**src/rtl/load_store_unit.sv**
```systemverilog
// Load/store initiator for a word-addressed data RAM: byte/half/word loads with extension,
// sub-word stores via read-modify-write. Optional misaligned-access trap under MISALIGN_TRAP_EN.
module load_store_unit #(
    parameter int unsigned ADDR_W = 32,
    parameter int unsigned DATA_W = 32
) (
    input  logic              clk,
    input  logic              rst,
    input  logic              req,
    input  logic              we,
    input  logic [1:0]        size,
    input  logic              unsigned_ld,
    input  logic [ADDR_W-1:0] addr,
    input  logic [DATA_W-1:0] wdata,
    output logic              busy,
    output logic              done,
    output logic [DATA_W-1:0] rdata,
    output logic              err,
    output logic              mem_read,
    output logic              mem_write,
    output logic [ADDR_W-1:0] mem_addr,
    output logic [DATA_W-1:0] mem_wdata,
    input  logic [DATA_W-1:0] mem_rdata
);

    typedef enum logic [1:0] {IDLE, RD, WR, DONE} state_t;

    state_t state, state_n;

    logic        we_q;
    logic        uns_q;
    logic [1:0]  size_q;
    logic [1:0]  lane_q;
    logic [15:0] wdata_q;

    logic              misalign_c;
    logic [DATA_W-1:0] merge_c;
    logic [DATA_W-1:0] load_c;
    logic [7:0]        byte_c;
    logic [15:0]       half_c;

    // State register
    always_ff @(posedge clk or posedge rst) begin
        if (rst) state <= IDLE;
        else     state <= state_n;
    end

    // Next state, lane merge for sub-word stores and load extraction
    always_comb begin
        state_n    = state;
        misalign_c = 1'b0;
        merge_c    = mem_rdata;
        byte_c     = mem_rdata[{lane_q, 3'b000} +: 8];
        half_c     = mem_rdata[{lane_q[1], 4'b0000} +: 16];
        load_c     = mem_rdata;

`ifdef MISALIGN_TRAP_EN
        misalign_c = ((size == 2'b01) && addr[0]) || (size[1] && (addr[1:0] != 2'b00));
`endif

        if (size_q == 2'b00) begin
            merge_c[{lane_q, 3'b000} +: 8] = wdata_q[7:0];
            load_c = uns_q ? {{(DATA_W-8){1'b0}}, byte_c} : {{(DATA_W-8){byte_c[7]}}, byte_c};
        end else if (size_q == 2'b01) begin
            merge_c[{lane_q[1], 4'b0000} +: 16] = wdata_q;
            load_c = uns_q ? {{(DATA_W-16){1'b0}}, half_c} : {{(DATA_W-16){half_c[15]}}, half_c};
        end

        case (state)
            IDLE: begin
                if (req) begin
                    if (misalign_c)   state_n = DONE;
                    else if (!we)     state_n = RD;
                    else if (size[1]) state_n = WR;
                    else              state_n = RD;
                end
            end
            RD:      state_n = we_q ? WR : DONE;
            WR:      state_n = DONE;
            DONE:    state_n = IDLE;
            default: state_n = IDLE;
        endcase
    end

    // Registered outputs follow the state being entered
    always_ff @(posedge clk or posedge rst) begin
        if (rst) begin
            busy      <= 1'b0;
            done      <= 1'b0;
            rdata     <= '0;
            err       <= 1'b0;
            mem_read  <= 1'b0;
            mem_write <= 1'b0;
            mem_addr  <= '0;
            mem_wdata <= '0;
            we_q      <= 1'b0;
            uns_q     <= 1'b0;
            size_q    <= 2'b00;
            lane_q    <= 2'b00;
            wdata_q   <= '0;
        end else begin
            busy      <= (state_n != IDLE);
            done      <= (state_n == DONE);
            mem_read  <= (state_n == RD);
            mem_write <= (state_n == WR);

            if (state == IDLE && req) begin
                we_q     <= we;
                uns_q    <= unsigned_ld;
                size_q   <= size;
                lane_q   <= addr[1:0];
                wdata_q  <= wdata[15:0];
                err      <= misalign_c;
                mem_addr <= {addr[ADDR_W-1:2], 2'b00};
                if (state_n == WR) mem_wdata <= wdata;
            end

            // Word read in RD feeds either the store merge or the load result
            if (state == RD) begin
                if (we_q) mem_wdata <= merge_c;
                else      rdata     <= load_c;
            end

            if (state_n == IDLE) begin
                mem_addr  <= '0;
                mem_wdata <= '0;
            end
        end
    end

endmodule

```
**config.mk**
```make
export PLATFORM = sky130hd
export DESIGN_NAME = load_store_unit
export DESIGN_NICKNAME = d
export VERILOG_FILES = /design/src/rtl/load_store_unit.sv
export SDC_FILE = /design/constraint.sdc
export NUM_CORES = 1
export LEC_CHECK = 0
export ABC_AREA = 0
export ABC_CLOCK_PERIOD_IN_PS = 7500
export BUFFER_PORTS_ARGS = -buffer_cell sky130_fd_sc_hd__clkbuf_2
export CORE_UTILIZATION = 45
export CTS_BUF_LIST = sky130_fd_sc_hd__clkbuf_8 sky130_fd_sc_hd__clkbuf_16
export DETAILED_ROUTE_END_ITERATION = 8
export GPL_TIMING_DRIVEN = 0
export PLACE_DENSITY_LB_ADDON = 0.05
export SLEW_MARGIN = 0
export SYNTH_ARGS = -nofsm -noshare
export SYNTH_HDL_FRONTEND = slang
export SYNTH_SLANG_ARGS = --single-unit
```
**constraint.sdc**
```tcl
create_clock -name clk -period 7.5 [get_ports clk]
set_clock_uncertainty 0.15 [all_clocks]
set_input_delay 1.5 -clock clk [delete_from_list [all_inputs] [get_ports clk]]
set_output_delay 1.5 -clock clk [all_outputs]
set_load 0.01 [all_outputs]
```
==> out/metrics.csv <==
stage,metric,value,unit
sta,tightest_slew,0.9432,ns
setup_path,timing.setup.critical_path_class,reg -> reg,
route,wl_per_cell,19.36,um
power_and_ir_drop,power.ir.vdd_worst,0.1905,mV
synth,syn-cell-area,0.006261,mm2
global_route,first_pass_grt_wire_length,32110,um
floorplanning,die_x,120.0,um
finish,fillers,1193,
setup_path,crit_path_max_fanout,10,
cts,cts.hold.buffers_added,0,
finish,antenna_cells,0,
setup_path,critPathArrivalTime,3.38,ns
cts,cts_made_buffers,17,
route,via_count,6297,
finish,layout-drive-gt1-share,29.92,%
synth,synthFlopType,dfrtp_1,
global_route,largest_net_degree_at_the_start_of_global_routing,70,
place,placer_s_final_routability_congestion_estimate,0.8986,
sta,setup_viol_count_final,0,
sta,maxClockFrequency,311.0,MHz
floorplanning,fp.dieH,120.0,um
finish,multi_input_area,0.002909,mm2
global_route,global_route_total_overflow,0,
finish,area.growth.synth_to_final,30.90,%
sta,grt_setup_unrepaired,false,
global_route,number_of_global_route_vias_before_repair,6038,
finish,ff_latch_area,0.003053,mm2
setup_path,cp-end-kind,flop,
synth,yosys.cell_count.top_type,nand2_1,
setup_path,crit_chain,buf_2 -> buf_1 -> inv_1 -> ha_1 -> or4b_1 -> a21oi_2 -> a221oi_1 -> a311oi_1,
synth,post_synth_num_cell_types,49,
cts,tritoncts_clock_tree,built,
synth,synthesis.area_per_instance,9.276,um2
setup_path,timing.critical_path.slowest_cell_delay,0.50,ns
finish,finalCoreUtilization,61.16,%
power_and_ir_drop,powerDensity,463.0,mW/mm2
cts,clock_path_buffers,2,
sta,setup_tns,0,ns
synth,synth-seq-area-share,48.76,%
global_route,grt_usage,29.70,%
finish,finish.instance_area,0.008195,mm2
job,max-cap-violations,0,
synth,synth.yosys.warnings,0,
synth,synth_top_cell_area_share,48.76,%
route,drt-met1-wl,8645,um
route,avgViaCountPerCell,5.804,
setup_path,cp.required,7.66,ns
cts,cts.clk_slew.worst_paths,0.06,ns
route,drt_first_iter_violations,574,
place,dpl.hpwl,15820,um
place,place_area,0.007522,mm2
synth,ys_top_cells_by_count,"nand2_1 (141), dfrtp_1 (122), o21ai_0 (54)",
floorplanning,placementRows,42,
sta,timing.final.hold_violations,0,
setup_path,crit_path_top_delay_cell,or4b_1,
route,drc,0,
route,wl_met3,2150,um
synth,yosys.area.top_type,dfrtp_1,
sta,timing.final.crit_period,3.215,ns
setup_path,critical_path.startpoint_type,flop,
synth,synth-edff-count,0,
cts,clock-root-buffer,clkbuf_16,
route,maxUsedRoutingLayer,met4,
route,dr_wl_met2,9591,um
synth,netlist_instances,675,
synth,synthArstFlopShare,100.0,%
floorplanning,dieArea,0.01439,mm2
place,numPlacedInstances,1054,
cts,worst_skew_pair.late_latency,0.42,ns
status,status,"finished, final reports clean",
floorplanning,initial_utilization,46.72,%
floorplanning,core,0.01340,mm2
synth,synth-seq-cells,122,
sta,timing_max_transition_violations_final,0,
power_and_ir_drop,p_leak,3.983,nW
place,port_buffers,200,
floorplanning,top_level_ports,204,
synth,netlist_top_cells_area,"dfrtp_1 (49%), nand2_1 (8.5%), a311oi_1 (4.5%)",
cts,clock_sink_count,122,
cts,htree_levels,4,
sta,relative_slew_slack,36.64,%
sta,final.period_utilization,42.87,%
cts,post_cts_resized,0,
route,ant_nets,0,
global_route,grt_antenna_before_repair,0,
min_path,class_of_the_tightest_hold_or_removal_check,reg -> reg,
finish,finalNonFillerCells,1085,
finish,design.final.nets,1008,
cts,post_cts.repair.setup_buffers,0,
route,drt_first_pass_iters,8,
route,wirelength,21000,um
==> path summary, 6_finish.rpt <==
check	startpoint	to	slack, ns	cells past startpoint
hold / removal	rdata[4]	rdata[4]	0.32	1
setup / recovery	lane_q[1]	mem_wdata[0]	4.28	8
hold reg to reg	rdata[4]	rdata[4]	0.32	1
setup reg to reg	lane_q[1]	mem_wdata[0]	4.28	8
max in group asynchronous	rst	mem_wdata[4]	5.54	3
min in group asynchronous	rst	mem_addr[16]	0.96	2
==> registers in the layout, indices dropped and copies added, names as in the netlist <==
name       cells
size_q         2
lane_q         2
state          2
mem_wdata     32
wdata_q       16
busy           1
uns_q          1
mem_read       1
rdata         32
mem_addr      30
mem_write      1
done           1
we_q           1
==> cell usage in the layout (no fill, tap or decap), types with 2 or more instances in the layout <==
master,instances
o21a_1,8
buf_2,17
nor2_1,39
a2bb2oi_1,8
clkinv_2,3
a221oi_1,24
a211oi_1,8
a311oi_1,32
nand2_1,141
a21o_1,24
mux2i_1,10
a21oi_1,48
clkbuf_16,17
nand3_1,24
nor2b_1,2
conb_1,3
nor3_1,3
clkbuf_2,200
o21ai_0,54
and2_1,2
ha_1,8
buf_4,3
dfrtp_1,122
buf_1,5
clkbuf_8,2
inv_1,6
mux4_2,8
clkinv_4,2
clkbuf_1,37
a31oi_1,8
nand2b_1,5
bufinv_16,6
or2_2,2
o21ai_1,4
==> worst max-delay path: cells and delay by family, from the launching register on <==
kind / cells / cell delay (ns)
AND/OR/NAND/NOR: 1 / 0.50
adder cells (fa/ha/maj): 1 / 0.37
flip-flops: 1 / 0.37
buffers and inverters: 3 / 0.85
AO/OA/AOI/OAI: 3 / 0.87
==> area by class of cell <==
class	instances	area share, %
Sequential cell	122	37.25
Clock buffer	19	5.527
Timing Repair Buffer	201	12.55
Inverter	8	0.4275
Clock inverter	12	2.687
Tap cell	176	2.687
Buffer	63	3.374
Multi-Input combinational cell	484	35.50
==> kinds of logic after synthesis <==
group / count (synthesis) / synth area share (%)
simple gates: 227 / 15.35
other cells: 1 / 0.05989
compound gates: 227 / 24.68
fa+ha+maj: 8 / 1.599
flops: 122 / 48.76
mux: 19 / 4.656
buf+inv: 71 / 4.896
==> power by group <==
group          total [mW]  internal (mW)  switching, mW
registers            1.15          0.947          0.206
logic                1.71          0.629           1.08
clock network       0.933          0.637          0.296
==> layer usage <==
metal  GRT usage, %  vias to the layer above
met5              0                        -
met4          13.05                        0
met3          8.080                       54
met2          44.83                      346
met1          39.91                     3017
li1               -                     2880
==> through the flow <==
stage / total power [mW] / setup WS [ns] / hold slack, ns
after floorplan: 2.225 / 2.607 / 0.3135
after global placement: 2.794 / 1.326 / 0.3101
after detailed placement: 2.842 / 4.036 / 0.3180
after CTS: 3.787 / 4.296 / 0.3296
after global routing: 4.033 / 4.059 / 0.3468
final: 3.794 / 4.285 / 0.3241
No activity file was read; power rests on OpenSTA's default activity.
